==> src/rtl/median.sv <==
// median: streaming 3x3 median filter over a raster pixel stream,
//   two shift-register line buffers feeding a 3x3 window and a 19-exchange sorting network.
module median #(
   parameter int IMG_WIDTH = 3,
   parameter int PIX_W     = 8
) (
   input  logic             clk,
   input  logic             rst,
   input  logic [PIX_W-1:0] pixel_in,
   output logic [PIX_W-1:0] pixel_out
);
   localparam logic [3:0] A [19] = '{4'd1, 4'd4, 4'd7, 4'd0, 4'd3, 4'd6, 4'd1, 4'd4, 4'd7, 4'd0,
                                     4'd5, 4'd4, 4'd3, 4'd1, 4'd2, 4'd4, 4'd4, 4'd6, 4'd4};
   localparam logic [3:0] B [19] = '{4'd2, 4'd5, 4'd8, 4'd1, 4'd4, 4'd7, 4'd2, 4'd5, 4'd8, 4'd3,
                                     4'd8, 4'd7, 4'd6, 4'd4, 4'd5, 4'd7, 4'd2, 4'd4, 4'd2};
   logic [PIX_W-1:0] lb1 [IMG_WIDTH];
   logic [PIX_W-1:0] lb2 [IMG_WIDTH];
   logic [PIX_W-1:0] win [9];
   logic [PIX_W-1:0] v   [9];
   logic [PIX_W-1:0] med;
   // win[3r+c] is row r (0 = newest), column c (0 = newest)
   always_ff @(posedge clk or negedge rst)
      if (!rst) begin
         for (int i = 0; i < IMG_WIDTH; i++) begin
            lb1[i] <= '0;
            lb2[i] <= '0;
         end
         for (int i = 0; i < 9; i++) win[i] <= '0;
         pixel_out <= '0;
      end else begin
         lb1[0] <= pixel_in;
         lb2[0] <= lb1[IMG_WIDTH-1];
         for (int i = 1; i < IMG_WIDTH; i++) begin
            lb1[i] <= lb1[i-1];
            lb2[i] <= lb2[i-1];
         end
         win[0] <= pixel_in;
         win[3] <= lb1[IMG_WIDTH-1];
         win[6] <= lb2[IMG_WIDTH-1];
         for (int r = 0; r < 3; r++) begin
            win[3*r+1] <= win[3*r];
            win[3*r+2] <= win[3*r+1];
         end
         pixel_out <= med;
      end
   // each exchange leaves the smaller value at A[i]; v[4] ends up as the median
   always_comb begin : sort_net
      logic [PIX_W-1:0] lo, hi;
      lo = '0;
      hi = '0;
      v  = win;
      for (int i = 0; i < 19; i++) begin
         lo = (v[A[i]] < v[B[i]]) ? v[A[i]] : v[B[i]];
         hi = (v[A[i]] < v[B[i]]) ? v[B[i]] : v[A[i]];
         v[A[i]] = lo;
         v[B[i]] = hi;
      end
      med = v[4];
   end
endmodule

==> config.mk <==
export PLATFORM = sky130hd
export DESIGN_NAME = median
export DESIGN_NICKNAME = d
export VERILOG_FILES = /design/src/rtl/median.sv
export SDC_FILE = /design/constraint.sdc
export NUM_CORES = 1
export LEC_CHECK = 0
export ABC_AREA = 1
export CAP_MARGIN = 20
export CORE_ASPECT_RATIO = 2
export CORE_MARGIN = 3
export CORE_UTILIZATION = 55
export CTS_CLUSTER_SIZE = 8
export DETAILED_ROUTE_END_ITERATION = 8
export PLACE_DENSITY = 0.8
export SLEW_MARGIN = 10
export SYNTH_ARGS = -nofsm -noshare
export SYNTH_HDL_FRONTEND = slang
export SYNTH_SLANG_ARGS = --single-unit
==> constraint.sdc <==
create_clock -name clk -period 17.9 [get_ports clk]
set_clock_uncertainty 0.1 [all_clocks]
set_input_delay 3.58 -clock clk [delete_from_list [all_inputs] [get_ports clk]]
set_output_delay 3.58 -clock clk [all_outputs]
set_load 0.05 [all_outputs]
### After elaboration in Yosys (flattened, before gate mapping)

Cells that the tools add are included.
Widths: inputs -> output; s select.

| storage, ports and cells | value |
|---|---|
| output and inout port bits | 8 |
| bits in registers | 80 |

| operators by class | value |
|---|---|
| mux-type cells | 30 |
| order comparisons | 19 |

Operator list:

| cell | count |
|---|---|
| $mux 8 | 30 |
| $lt 8x8->1 | 19 |

### Depth between registers and ports, before layout

Gate-level depths: netlist of run 1.

| depth | value |
|---|---|
| word-level depth | 18 |
| mapped depth | 103 |
| mapped depth without buffers | 94 |

### Least setup slack after synthesis of run 1

Ideal clock, no wire load.

| path | value |
|---|---|
| path type | reg-to-reg |
| from | register win[15] (netlist name) |
| to | register pixel_out[2] |
| period minus slack after synthesis | 12608 ps |
| arrival time | 12391 ps |
| path buffers | 11 |
| slack | 5292 ps |
| library setup time | 117 ps |
| stages on the path, launching flop included | 72 |
| cell sequence | dfrtp_1 -> ha_1 -> nand2_1 -> inv_1 -> nor2_1 -> o21a_1 -> nand2_2 -> buf_4 -> clkbuf_1 -> o21ai_0 -> ha_1 -> a21oi_1 -> nor2_1 -> a211oi_1 -> nand2_2 -> buf_2 -> clkbuf_1 -> nand2_1 -> [... 36 more ...] -> clkbuf_1 -> nand2_1 -> o21ai_0 -> ha_1 -> a21oi_1 -> nor2_1 -> a211oi_1 -> nand2_2 -> buf_2 -> nand2_1 -> o21ai_0 -> ha_1 -> nand2_1 -> nor2_1 -> a211oi_2 -> nand2_4 -> nand2_1 -> nand2_1 |

| on the way | value |
|---|---|
| cells in the longest elaborated chain, start to end | 18 |

RTL lines:

| element | RTL line | text |
|---|---|---|
| start: declaration | 18 | `logic [PIX_W-1:0] win [9];` |
| start signal: indexed assignment | 41 | `win[3*r+1] <= win[3*r];` |
| start signal: indexed assignment | 42 | `win[3*r+2] <= win[3*r+1];` |
| $lt 8x8->1 | 53, 54 |  |
| $mux 8 | 53 | `lo = (v[A[i]] < v[B[i]]) ? v[A[i]] : v[B[i]];` |
| $lt 8x8->1 | 53, 54 |  |
| $mux 8 | 54 | `hi = (v[A[i]] < v[B[i]]) ? v[B[i]] : v[A[i]];` |
| $lt 8x8->1 | 53, 54 |  |
| $mux 8 | 53 |  |
| $lt 8x8->1 | 53, 54 |  |
| $mux 8 | 53 |  |
| [... 3 more ...] | -- |  |
| $mux 8 | 53 |  |
| $lt 8x8->1 | 53, 54 |  |
| $mux 8 | 53 |  |
| $lt 8x8->1 | 54 |  |
| $mux 8 | 54 |  |
| $lt 8x8->1 | -- |  |
| $mux 8 * | 53 |  |
| via med[2] | 20 | `logic [PIX_W-1:0] med;` |
| end signal: assignment | 44 | `pixel_out <= med;` |
| end: declaration | 10 | `output logic [PIX_W-1:0] pixel_out` |

The timed path passes the listed nets; every way through them passes the cells marked *.

### Final worst setup path of run 1

| path | value |
|---|---|
| from | register win[31] (netlist name) |
| to | register pixel_out[5] |

The elaborated chain is that of the path after synthesis.

==> flow_summary.yaml, run 1 <==
routing:
  first_pass_iters: 6
  vias_per_cell: 5.499
  drc: 0
  wl_per_cell_um: 15.37
  vias: 7484
  drt_iter0_drc: 388
  drt_wl_total_um: 20920
  final_antenna_net_count: 0
clock_tree:
  cts_hold_buf: 0
  cts_made_buffers: 9
  cts_sinks: 80
  cts_tree: "yes"
  cts_root_buf: "clkbuf_16"
  clock_latency_ns: 0.35
  cts.clk_slew.worst_paths_ns: 0.07
  cts_setup_buffers: 0
  cts-resized-gates: 0
  cts_buffer_depth: 2
  htree_num_levels: 3
synth:
  synth_top_family_by_area: "simple AND/OR/NAND/NOR gates"
  synth_top_area_frac: 0.2556
  synthTopCellsByArea: "dfrtp_1 26%, ha_1 20%, nand2_1 18%"
  synth-compound-area-share: 0.1840
  synthAdderAreaFrac: 0.1981
  syn-num-nets: 1308
  syn-cell-area_sq_um: 7833
  syn_inst: 1174
  ys_seq_area_frac: 0.2556
  ys_seq_elements: 80
  yosys.area.top_type: "dfrtp_1"
  synth-simple-area-share: 0.2812
  muxShareOfSynthArea: 0
  yosysUniqueCellTypes: 27
  avgSynthCellArea_sq_um: 6.672
  ys_warn_count: 0
  synth-xor-area-share: 0
floorplanning:
  die_area_sq_um: 15800
  core_sq_um: 13890
  initial_utilization: 0.5639
  ios: 18
  dieHeight_um: 174.8
  fp-row-count: 61
  die_w_um: 90.38
setup_path:
  crit_type: "reg -> reg"
  crit_family: "compound AO/OA/AOI/OAI gates"
  cp_data_required_time_ns: 18.04
  start_kind: "register"
  crit_path_max_fanout: 31
  reg2reg_slack_ns: 3.18
  endpoint_kind: "register"
  crit_arrival_ns: 14.86
  path_buf_inv: 3
  cp_common_cell: "ha_1"
  cpMaxStageDelayCell: "o21ai_0"
  cp_slowest_stage_delay_ns: 0.62
worst_hold_path:
  hold_class: "reg -> reg"
sta:
  hold_viol: 0
  period_share: 0.8225
  maxSlewHeadroom: 0.3507
  tns_ns: 0
  rsz0062_at_grt: "no"
  holdWs_ns: 0.2707
  worst_slew_pin_slew_ns: 0.9740
  min_period_ns: 14.72
  max_freq_ghz: 0.06792
  drv_slew: 0
  final-setup-viol-count: 0
place:
  placed_area_sq_um: 8074
  hpwlAfterDp_um: 17560
  routabilityCongestion: 0.9786
  port_buffers: 17
layout:
  drive_gt1_frac: 0.04863
  fin_area_sq_um: 8369
  fin_util: 0.6025
  antenna_cells: 0
  syn2layout_area_growth_pct: 6.853
  mostFrequentLayoutCells: "381 x nand2_1, 183 x o21ai_0, 124 x ha_1, 109 x inv_1, 80 x dfrtp_1"
  final_nets: 1301
  final_common_cell: "nand2_1"
global_route:
  grt_max_degree: 81
  track_usage: 0.2757
  overflow: 0
  grt_pass1_vias: 7294
  antenna_found_initial: 0
  grt_pass1_wl_um: 34140
flow_run:
  max-cap-violations: 0
status:
  status: "finished clean"
## stage by stage
step	setup slack (ns)	cells
after CTS	3.394	1361
after detailed placement	3.414	1345
after global placement	3.589	1345
final	3.178	1361
after floorplan	5.292	1174
after global routing	1.745	1361
## cell families (layout without fill, tap and decap cells)
| logic type | count (synthesis) | in the layout |
|---|---|---|
| and+or+nand+nor | 533 | 533 |
| AOI/OAI and AO/OA | 277 | 277 |
| buffers and inverters | 160 | 158 |
| adders and majority gates | 124 | 124 |
| DFF | 80 | 80 |
## synth_stat cells
library cell,n
a211oi_1,14
a211oi_2,1
nor2_1,62
buf_4,4
nand4_1,3
buf_2,4
buf_6,2
nand2_4,7
clkinv_1,7
nand2_1,381
dfrtp_1,80
nor2_2,1
nand2_2,21
or2_2,1
clkbuf_1,25
inv_1,109
o21ai_0,183
a21oi_1,66
buf_1,1
nand3b_1,5
o21ai_1,8
ha_1,124
inv_2,8
nor3_1,1
nand3_1,51
o211ai_1,3
o21a_1,2
## registers in the layout (all words and copies together) (netlist names)
name and count:
pixel_out 8, win 72
## path summary, 6_finish.rpt
check	endpoint	start	depth (start not counted)
worst max-delay path	pixel_out[5]	win[31]	57
worst min-delay path	win[23]	win[31]	0
worst max register to register	pixel_out[5]	win[31]	57
worst min register to register	win[23]	win[31]	0
max in group asynchronous	win[62]	rst	1
min in group asynchronous	win[6]	rst	1
## area by class of cell
cell class / instances / area (sq um)
multi-input combinational: 934 / 5195
timing repair buffer: 18 / 175.2
clock buffer: 10 / 239.0
tap: 189 / 236.5
fill: 1375 / 5522
clock inverter: 6 / 56.30
inverter: 124 / 465.4
sequential: 80 / 2002
## metal layers
metal	wire length, um	vias up	global-route usage	part of all wire
met2	11120	198	0.5345	0.53
met4	2054	0	0.2289	0.098
met3	652	120	0.03059	0.031
met1	7089	3303	0.2479	0.34
met5	0	-	0	0
li1	-	3863	-	-
Power of run 1 is not shown: default switching activity piles up to over one toggle a cycle in this logic, so the estimate is an artifact.
==> inputs of run 2 (changes only) <==
==> constraint.sdc (replaced) <==
create_clock -name clk -period 14.9 [get_ports clk]
set_clock_uncertainty 0.1 [all_clocks]
set_input_delay 2.98 -clock clk [delete_from_list [all_inputs] [get_ports clk]]
set_output_delay 2.98 -clock clk [all_outputs]
set_load 0.05 [all_outputs]
==> flow_summary.yaml, run 2 (synthesis results as in run 1) <==
clock_tree:
  htree_num_levels: 3
  cts.clk_slew.worst_paths_ns: 0.07
  cts_sinks: 80
  cts_hold_buf: 0
  cts_root_buf: "clkbuf_16"
  cts_tree: "yes"
  cts-resized-gates: 0
  cts_buffer_depth: 2
  cts_setup_buffers: 0
  cts_made_buffers: 9
  clock_latency_ns: 0.35
routing:
  vias_per_cell: 5.545
  final_antenna_net_count: 0
  drt_wl_total_um: 21380
  drt_iter0_drc: 404
  drc: 0
  vias: 7547
  first_pass_iters: 6
  wl_per_cell_um: 15.71
sta:
  tns_ns: 0
  max_freq_ghz: 0.07347
  final-setup-viol-count: 0
  rsz0062_at_grt: "no"
  maxSlewHeadroom: 0.3452
  period_share: 0.9135
  hold_viol: 0
  drv_slew: 0
  min_period_ns: 13.61
  worst_slew_pin_slew_ns: 0.9821
floorplanning:
  initial_utilization: 0.5639
  dieHeight_um: 174.8
  core_sq_um: 13890
  ios: 18
  die_w_um: 90.38
  fp-row-count: 61
  die_area_sq_um: 15800
global_route:
  grt_pass1_vias: 7493
  track_usage: 0.2796
  antenna_found_initial: 0
  grt_pass1_wl_um: 34670
  grt_max_degree: 81
  overflow: 0
setup_path:
  r2r_start: "win[15]"
  cpMaxStageDelayCell: "o21ai_0"
  worstRegToRegCells: 61
  rr_endpoint: "pixel_out[7]"
  endpoint_kind: "register"
  crit_arrival_ns: 13.75
  start_kind: "register"
  cp_common_cell: "nand2_1"
  crit_path_max_fanout: 31
  cp_data_required_time_ns: 15.04
  reg2reg_slack_ns: 1.29
  crit_type: "reg -> reg"
  cp_slowest_stage_delay_ns: 0.64
place:
  hpwlAfterDp_um: 17770
  routabilityCongestion: 0.9832
  port_buffers: 17
layout:
  final_common_cell: "nand2_1"
  mostFrequentLayoutCells: "381 x nand2_1, 168 x o21ai_0, 124 x ha_1, 109 x inv_1, 80 x dfrtp_1"
  final_nets: 1301
  reg_top3: "win x72, pixel_out x8"
  largest_reg_flops: 72
  fin_util: 0.6053
  drive_gt1_frac: 0.05290
  top_register: "win"
  syn2layout_area_growth_pct: 7.348
  antenna_cells: 0
flow_run:
  max-cap-violations: 0
worst_hold_path:
  hp-start: "win[49]"
  min_path_cells: 0
  hold_class: "reg -> reg"
  min_to: "win[41]"
status:
  status: "finished clean"
## run 2: changes by cell type in the layout (fill, tap and decap cells not counted), sizes merged
cell | before | now
clkinvlp | 1 | 0
clkinv | 7 | 8
## run 2: layout make-up
| type | count | area [sq um] |
|---|---|---|
| clock buffer | 10 | 239.0 |
| clock inverter | 6 | 57.56 |
| fill | 1366 | 5483 |
| inverter | 124 | 465.4 |
| multi-input combinational | 934 | 5233 |
| sequential | 80 | 2002 |
| tap | 189 | 236.5 |
| timing repair buffer | 18 | 175.2 |
## run 2: metal layers
metal / routed length (um) / track usage / part of all wire / up-vias
li1: - / - / - / 3864
met2: 11370 / 0.5514 / 0.53 / 201
met3: 622 / 0.03145 / 0.029 / 114
met4: 2068 / 0.2334 / 0.097 / 0
met1: 7311 / 0.2426 / 0.34 / 3368
met5: 0 / 0 / 0 / -
## run 2: worst max-delay path, delay by kind of cell (launching register included)
| family | cells | cell delay (ns) |
|---|---|---|
| compound gates | 20 | 6.27 |
| fa+ha+maj | 9 | 2.93 |
| buf+inv | 4 | 0.36 |
| flops | 1 | 0.41 |
| simple gates | 28 | 3.38 |
## run 2: worst max-delay path by stage
stage                        from            to  depth (start not counted)
after floorplan           win[15]  pixel_out[2]                         71
after global placement    win[31]  pixel_out[0]                         57
after detailed placement  win[31]  pixel_out[3]                         57
after CTS                 win[31]  pixel_out[3]                         57
after global routing      win[15]  pixel_out[4]                         58
final                     win[15]  pixel_out[7]                         61
## run 2: stage by stage
| stage | hold WS [ns] | instances | cell area (sq um) | setup WS, ns |
|---|---|---|---|---|
| after floorplan | 0.2537 | 1174 | 7833 | 2.292 |
| after global placement | 0.2596 | 1345 | 8074 | 0.6192 |
| after detailed placement | 0.2604 | 1345 | 8074 | 0.4181 |
| after CTS | 0.2777 | 1361 | 8371 | 0.3525 |
| after global routing | 0.2826 | 1361 | 8408 | 0.2104 |
| final | 0.2769 | 1361 | 8408 | 1.288 |
Power of run 2 is left out for the same reason.
==> inputs of run 3 (changes only) <==
--- a/config.mk
+++ b/config.mk
@@ -6,13 +6,13 @@
 export NUM_CORES = 1
 export LEC_CHECK = 0
 export ABC_AREA = 1
-export CAP_MARGIN = 20
 export CORE_ASPECT_RATIO = 2
 export CORE_MARGIN = 3
-export CORE_UTILIZATION = 55
+export CORE_UTILIZATION = 50
 export CTS_CLUSTER_SIZE = 8
 export DETAILED_ROUTE_END_ITERATION = 8
-export PLACE_DENSITY = 0.8
+export GPL_ROUTABILITY_DRIVEN = 0
+export PLACE_DENSITY = 0.74
 export SLEW_MARGIN = 10
 export SYNTH_ARGS = -nofsm -noshare
 export SYNTH_HDL_FRONTEND = slang
==> flow_summary.yaml, run 3 (synthesis results as in run 1) <==
floorplanning:
  ios: 18
  die_w_um: 94.50
  dieHeight_um: 183
  die_area_sq_um: 17290
  fp-row-count: 64
  initial_utilization: 0.5121
  core_sq_um: 15290
setup_path:
  cp_data_required_time_ns: 15.04
  crit_path_max_fanout: 31
  start_kind: "register"
  reg2reg_slack_ns: 1.39
  cp-endpoint: "pixel_out[2]"
  worstRegToRegCells: 62
  crit_type: "reg -> reg"
  cpMaxStageDelayCell: "o21ai_0"
  endpoint_kind: "register"
  cp_common_cell: "nand2_1"
  crit_start: "win[15]"
  cp_slowest_stage_delay_ns: 0.66
  crit_arrival_ns: 13.64
  rr_endpoint: "pixel_out[2]"
  r2r_start: "win[15]"
layout:
  final_common_cell: "nand2_1"
  reg_top3: "win x72, pixel_out x8"
  multiInputGateArea_sq_um: 5228
  top_register: "win"
  fin_util: 0.5515
  largest_reg_flops: 72
  final_nets: 1302
  regArea_sq_um: 2002
  antenna_cells: 0
  fill_cells: 1492
  mostFrequentLayoutCells: "381 x nand2_1, 172 x o21ai_0, 124 x ha_1, 109 x inv_1, 80 x dfrtp_1"
  syn2layout_area_growth_pct: 7.700
  drive_gt1_frac: 0.05286
global_route:
  grt_max_degree: 60
  grt_pass1_vias: 7404
  antenna_found_initial: 0
  overflow: 0
  grt_pass1_wl_um: 34910
  track_usage: 0.2615
worst_hold_path:
  hold_class: "reg -> reg"
routing:
  vias: 7644
  first_pass_iters: 6
  vias_per_cell: 5.575
  final_antenna_net_count: 0
  drc: 0
  wl_per_cell_um: 15.65
  drt_wl_total_um: 21450
  drt_iter0_drc: 374
place:
  hpwlAfterDp_um: 17670
  pre_cts_slack_ns: 0.5667
  port_buffers: 17
sta:
  min_period_ns: 13.51
  rsz0062_at_grt: "no"
  period_share: 0.9065
  worst_slack_ns: 1.393
  maxSlewHeadroom: 0.3822
  worst_slew_pin_slew_ns: 0.9226
  max_freq_ghz: 0.07403
  tns_ns: 0
  holdWs_ns: 0.2754
  hold_viol: 0
  final-setup-viol-count: 0
  drv_slew: 0
clock_tree:
  cts_tree: "yes"
  htree_num_levels: 3
  cts_made_buffers: 9
  cts_setup_buffers: 0
  cts_buffer_depth: 2
  cts.clk_slew.worst_paths_ns: 0.08
  clock_latency_ns: 0.35
  cts_root_buf: "clkbuf_16"
  cts_sinks: 80
status:
  status: "finished clean"
flow_run:
  max-cap-violations: 0
==> run 3: cell count changes in the layout (fill, tap and decap cells not counted) <==
cell	delta
a211oi_2	-1
clkbuf_8	-1
buf_4	+1
a211oi_1	+1
clkinvlp_4	+2
clkinv_4	-1
o21ai_1	-4
o21ai_0	+4
inv_6	-1
bufinv_16	+1
==> run 3: metal layers <==
metal | share of wire | routed length [um] | vias up | GRT usage
met5 | 0 | 0 | - | 0
met4 | 0.093 | 1993 | 0 | 0.2140
met3 | 0.033 | 714 | 109 | 0.03120
met2 | 0.54 | 11510 | 233 | 0.4946
met1 | 0.34 | 7236 | 3435 | 0.2386
li1 | - | - | 3867 | -
==> run 3: final cells by class <==
class | count | share of cell area
flip-flops and latches | 80 | 0.2373
multi-input cells | 934 | 0.6197
inverters | 124 | 0.05518
well taps | 198 | 0.02937
clock inverters | 7 | 0.01009
clock buffers | 9 | 0.02670
repair buffers | 19 | 0.02166
==> run 3: through the flow <==
stage / instances / area, sq um
after global placement: 1355 / 8093
final: 1371 / 8436
after CTS: 1371 / 8403
after detailed placement: 1355 / 8093
after global routing: 1371 / 8436
after floorplan: 1174 / 7833
==> run 3: worst max-delay path: cells and delay by family, from the launching register on <==
kind,cells,cell delay [ns]
fa+ha+maj,9,2.95
buf+inv,4,0.34
compound gates,21,6.16
simple gates,28,3.39
flops,1,0.42
==> run 3: worst min path at each step <==
| stage | startpoint | end | slack [ns] | depth (start not counted) |
|---|---|---|---|---|
| after floorplan | win[26] | win[18] | 0.25 | 0 |
| after global placement | win[31] | win[23] | 0.26 | 0 |
| after detailed placement | win[29] | win[21] | 0.26 | 0 |
| after CTS | win[29] | win[21] | 0.28 | 0 |
| after global routing | win[30] | win[22] | 0.29 | 0 |
| final | win[31] | win[23] | 0.28 | 0 |
==> run 3: what timing repair did <==
item                       4_1_cts  5_1_grt
hold buffers                     0        0
gates resized for setup          0       17
setup endpoints to repair        0        8
Power of run 3 is left out for the same reason.
==> RTL change 1, RTL diff (settings of run 1) <==
`pixel_out` no longer has a reset.
--- a/src/rtl/median.sv
+++ b/src/rtl/median.sv
@@ -26,7 +26,6 @@
             lb2[i] <= '0;
          end
          for (int i = 0; i < 9; i++) win[i] <= '0;
-         pixel_out <= '0;
       end else begin
          lb1[0] <= pixel_in;
          lb2[0] <= lb1[IMG_WIDTH-1];
@@ -41,8 +40,11 @@
             win[3*r+1] <= win[3*r];
             win[3*r+2] <= win[3*r+1];
          end
-         pixel_out <= med;
       end
+
+   always_ff @(posedge clk) begin
+      pixel_out <= med;
+   end
    // each exchange leaves the smaller value at A[i]; v[4] ends up as the median
    always_comb begin : sort_net
       logic [PIX_W-1:0] lo, hi;
Function: changed (Yosys sat finds a counterexample within 10 cycles, from zero or initial values and one cycle with rst low; the reset may be asserted at any time).
==> RTL change 1 against run 1 <==
  * First-iteration DRC count shrank 12%
  * Setup slack better by 0.18 ns
  * Area after synthesis is 0.51% lower
  * Routed wire length down 0.80%
  * Maximum frequency increased by 1.2%
  * Sequential cell count stayed put
  * Highest routed layer unchanged
  * Cell count down 0.22%
  * Largest cell class unchanged
  * Worst hold slack improved by 0.011 ns
  * Final area decreased by 0.52%
  * Sequential share of layout area is 0.36 points lower
  * Synthesized cell count stayed put
  * Die area shrank 0.49%
Power is not shown: default switching activity piles up to over one toggle a cycle in this logic, so the estimate is an artifact.
==> RTL change 1: results (changes against run 1) <==
post-DR wirelength/cell 15.3 um (-0.58%); WL met2 11.0 mm (-1.4%); reg-to-reg startpoint win[39]; vias per cell 5.51 (+0.11%); antenna violations before repair 0 (unchanged); GP Congestion 1.01 (+3.3%); met3 usage 3.77% (+0.71 points); Detailed Route Iter0 Violations 342 (-12%); hold slack 0.282 ns (+0.0112 ns); vias in the first global route 7278 (-0.22%); grt met2 use 51.8% (-1.7 points); sequential area share after synthesis 25.2% (-0.38 points); CP max stage delay 0.55 ns (-0.07 ns); total track usage 27.2% (-0.37 points); R2R setup slack 3.35 ns (+0.18 ns); Post-DP HPWL 17.3 mm (-1.5%); met1 usage 24.7% (-0.13 points); CP arrival 14.69 ns (-0.17 ns); post-synth cell types 28 (+3.7%); Post-synth top cells 381 x nand2_1, 183 x o21ai_0, 124 x ha_1, 109 x inv_1, 72 x dfrtp_1; pin count of the biggest net entering global routing 73 (-9.9%); outcome complete, no violations; Min-Delay Endpoint win[22]; Worst Hold Launch win[30]; DR pass1 iterations 5 (-1); first-pass GRT wire length 33.6 mm (-1.7%); met1 wire length 7.30 mm (+3.0%); Filler Cell Count 1318 (-4.1%)
[RTL change 1: changes by cell type after synthesis, sizes merged]
cell   delta
dfxtp     +8
dfrtp     -8
[RTL change 1: metrics by stage]
| stage | instance area, sq um | setup slack [ns] | std cells |
|---|---|---|---|
| finish | 8330 | 3.35 | 1358 |
| global route | 8330 | 1.73 | 1358 |
| CTS | 8330 | 3.58 | 1358 |
| detailed placement | 8030 | 3.61 | 1342 |
| global placement | 8030 | 3.94 | 1342 |
| floorplan | 7790 | 5.30 | 1174 |
[RTL change 1: worst max path at each step]
stage                 start            to  slack (ns)
finish              win[39]  pixel_out[3]        3.35
global route        win[26]  pixel_out[3]        1.73
CTS                 win[39]  pixel_out[0]        3.58
global placement    win[39]  pixel_out[4]        3.94
detailed placement  win[39]  pixel_out[0]        3.61
floorplan           win[15]  pixel_out[2]        5.30
[RTL change 1: final cells by class]
| cell class | instances | share of cell area [%] |
|---|---|---|
| multi-input cells | 934 | 62.4 |
| flip-flops and latches | 80 | 23.6 |
| inverters | 124 | 5.59 |
| clock buffers | 10 | 2.87 |
| well taps | 186 | 2.80 |
| repair buffers | 18 | 2.10 |
| clock inverters | 6 | 0.676 |
[RTL change 1: cells by family (layout without fill, tap and decap cells)]
| group | after synthesis | after routing | share of synthesized area (%) |
|---|---|---|---|
| AOI/OAI and AO/OA | 277 | 277 | 18.5 |
| adders and majority gates | 124 | 124 | 19.9 |
| buffers and inverters | 160 | 158 | 8.16 |
| DFF | 80 | 80 | 25.2 |
| and+or+nand+nor | 533 | 533 | 28.3 |
[RTL change 1: worst max-delay path, delay by kind of cell (launching register included)]
kind	cells	cell delay (ns)
AOI/OAI and AO/OA	25	7.37
and+or+nand+nor	21	3.02
adders and majority gates	9	2.96
buffers and inverters	2	0.55
DFF	1	0.43
==> RTL change 2, RTL diff (config.mk and constraints of run 1) <==
Made on the original files. Change the parameter `IMG_WIDTH` from 3 to 5.
--- a/src/rtl/median.sv
+++ b/src/rtl/median.sv
@@ -1,7 +1,7 @@
 // median: streaming 3x3 median filter over a raster pixel stream,
 //   two shift-register line buffers feeding a 3x3 window and a 19-exchange sorting network.
 module median #(
-   parameter int IMG_WIDTH = 3,
+   parameter int IMG_WIDTH = 5,
    parameter int PIX_W     = 8
 ) (
    input  logic             clk,
Behaviour: not the same (a bounded check fails within 10 cycles, from zero or initial values and one cycle with rst low).
==> RTL change 2 against run 1 <==
  * Setup slack improved by 0.26 ns
  * Highest routed layer unchanged
  * Sequential share of layout area increased by 6.5 points
  * Final area increased by 10%
  * Routed wire length increased by 1.2%
  * Sequential cell count increased by 32
  * Area after synthesis increased by 10%
Power is not shown: default switching activity piles up to over one toggle a cycle in this logic, so the estimate is an artifact.
==> RTL change 2: results (changes against run 1) <==
first-pass GRT wire length 34.6 mm (+1.4%); CP arrival 14.63 ns (-0.23 ns); vias in the first global route 7590 (+4.1%); R2R setup slack 3.44 ns (+0.26 ns); sequential area share after synthesis 32.5% (+6.9 points); vias per cell 5.45 (-0.87%); antenna violations before repair 0 (unchanged); post-CTS sizing 0 (unchanged); slowest CP cell o21ai_0; largest cells by area after synthesis dfrtp_1 32%, ha_1 18%, nand2_1 17%; CTS Buf Count 9 (unchanged); Post-CTS Setup Inserts 0 (unchanged); CTS root buffer clkbuf_16; Clock Tree Buf Depth 2 (unchanged); warnings from Yosys 0 (unchanged); Filler Cell Count 1400 (+1.8%); clock-pin slew on the worst setup and hold paths 0.09 ns (+0.02 ns); largest registers win x72, lb1 x16, lb2 x16; Post-synth top cells 381 x nand2_1, 183 x o21ai_0, 124 x ha_1, 112 x dfrtp_1, 109 x inv_1; layout cells sized above 1 4.81% (-0.050 points); pin count of the biggest net entering global routing 67 (-17%); outcome complete, no violations; Post-DP HPWL 17.4 mm (-1.0%); GP Congestion 1.02 (+3.8%); Max-slew headroom 42.4% (+7.4 points); crit-path max FO 31 (unchanged); Detailed Route Iter0 Violations 416 (+7.2%); CP max stage delay 0.55 ns (-0.07 ns); DR pass1 iterations 5 (-1); Synth Flop Type dfrtp_1; async set-reset flop share out of synthesis 100% (unchanged); total track usage 26.1% (-1.4 points); ANT cells 0 (unchanged); count of input and output buffers 17 (unchanged); DRT Wirelength 21.2 mm (+1.2%); H-tree levels 3 (unchanged); post-synth cell types 27 (unchanged); Post-DP Area 8890 sq um (+10%); clk_lat worst skew 0.37 ns (+0.02 ns); Hold Path Class register to register; syn nets 1340 (+2.4%)
==> RTL change 2: area by class of cell <==
cell class                      instances  share of cell area (%)
Multi-Input combinational cell        934                    56.4
Clock buffer                            9                    2.44
Sequential cell                       112                    30.4
Timing Repair Buffer                   19                    1.98
Inverter                              124                    5.05
Clock inverter                          7                    1.05
Tap cell                              198                    2.69
==> RTL change 2: final timing paths <==
path                         start            to  depth (start not counted)
max reg2reg                win[31]  pixel_out[6]                         57
min                         lb1[7]       win[47]                          0
max in group asynchronous      rst       win[55]                          2
min in group asynchronous      rst       lb2[10]                          1
max                        win[31]  pixel_out[6]                         57
min reg2reg                 lb1[7]       win[47]                          0
==> RTL change 2: layer usage <==
layer / GRT usage [%] / vias to the layer above / share of wire, %
li1: - / 3958 / -
met4: 20.7 / 0 / 8.9
met3: 3.37 / 103 / 2.2
met5: 0 / - / 0
met2: 49.0 / 164 / 54
met1: 24.4 / 3423 / 35
==> RTL change 2: worst max-delay path: cells and delay by family, from the launching register on <==
kind            cells  cell delay (ns)
simple gates       21             3.00
flops               1             0.37
compound gates     24             7.33
buf+inv             3             0.63
fa+ha+maj           9             2.91
==> RTL change 2: cell families after synthesis <==
logic type	after synthesis	synth area share (%)
flip-flops	112	32.5
adder cells (fa/ha/maj)	124	18.0
AND/OR/NAND/NOR	533	25.5
buffers and inverters	160	7.36
AO/OA/AOI/OAI	277	16.7
==> RTL change 2: per-stage QoR <==
stage	util [%]	instances	hold WS (ns)	worst slack (ns)
global placement	57.8	1387	0.232	3.99
CTS	59.9	1403	0.253	3.58
finish	59.9	1403	0.251	3.44
floorplan	-	1206	0.231	5.30
global route	59.9	1403	0.257	1.79
detailed placement	57.8	1387	0.235	3.63
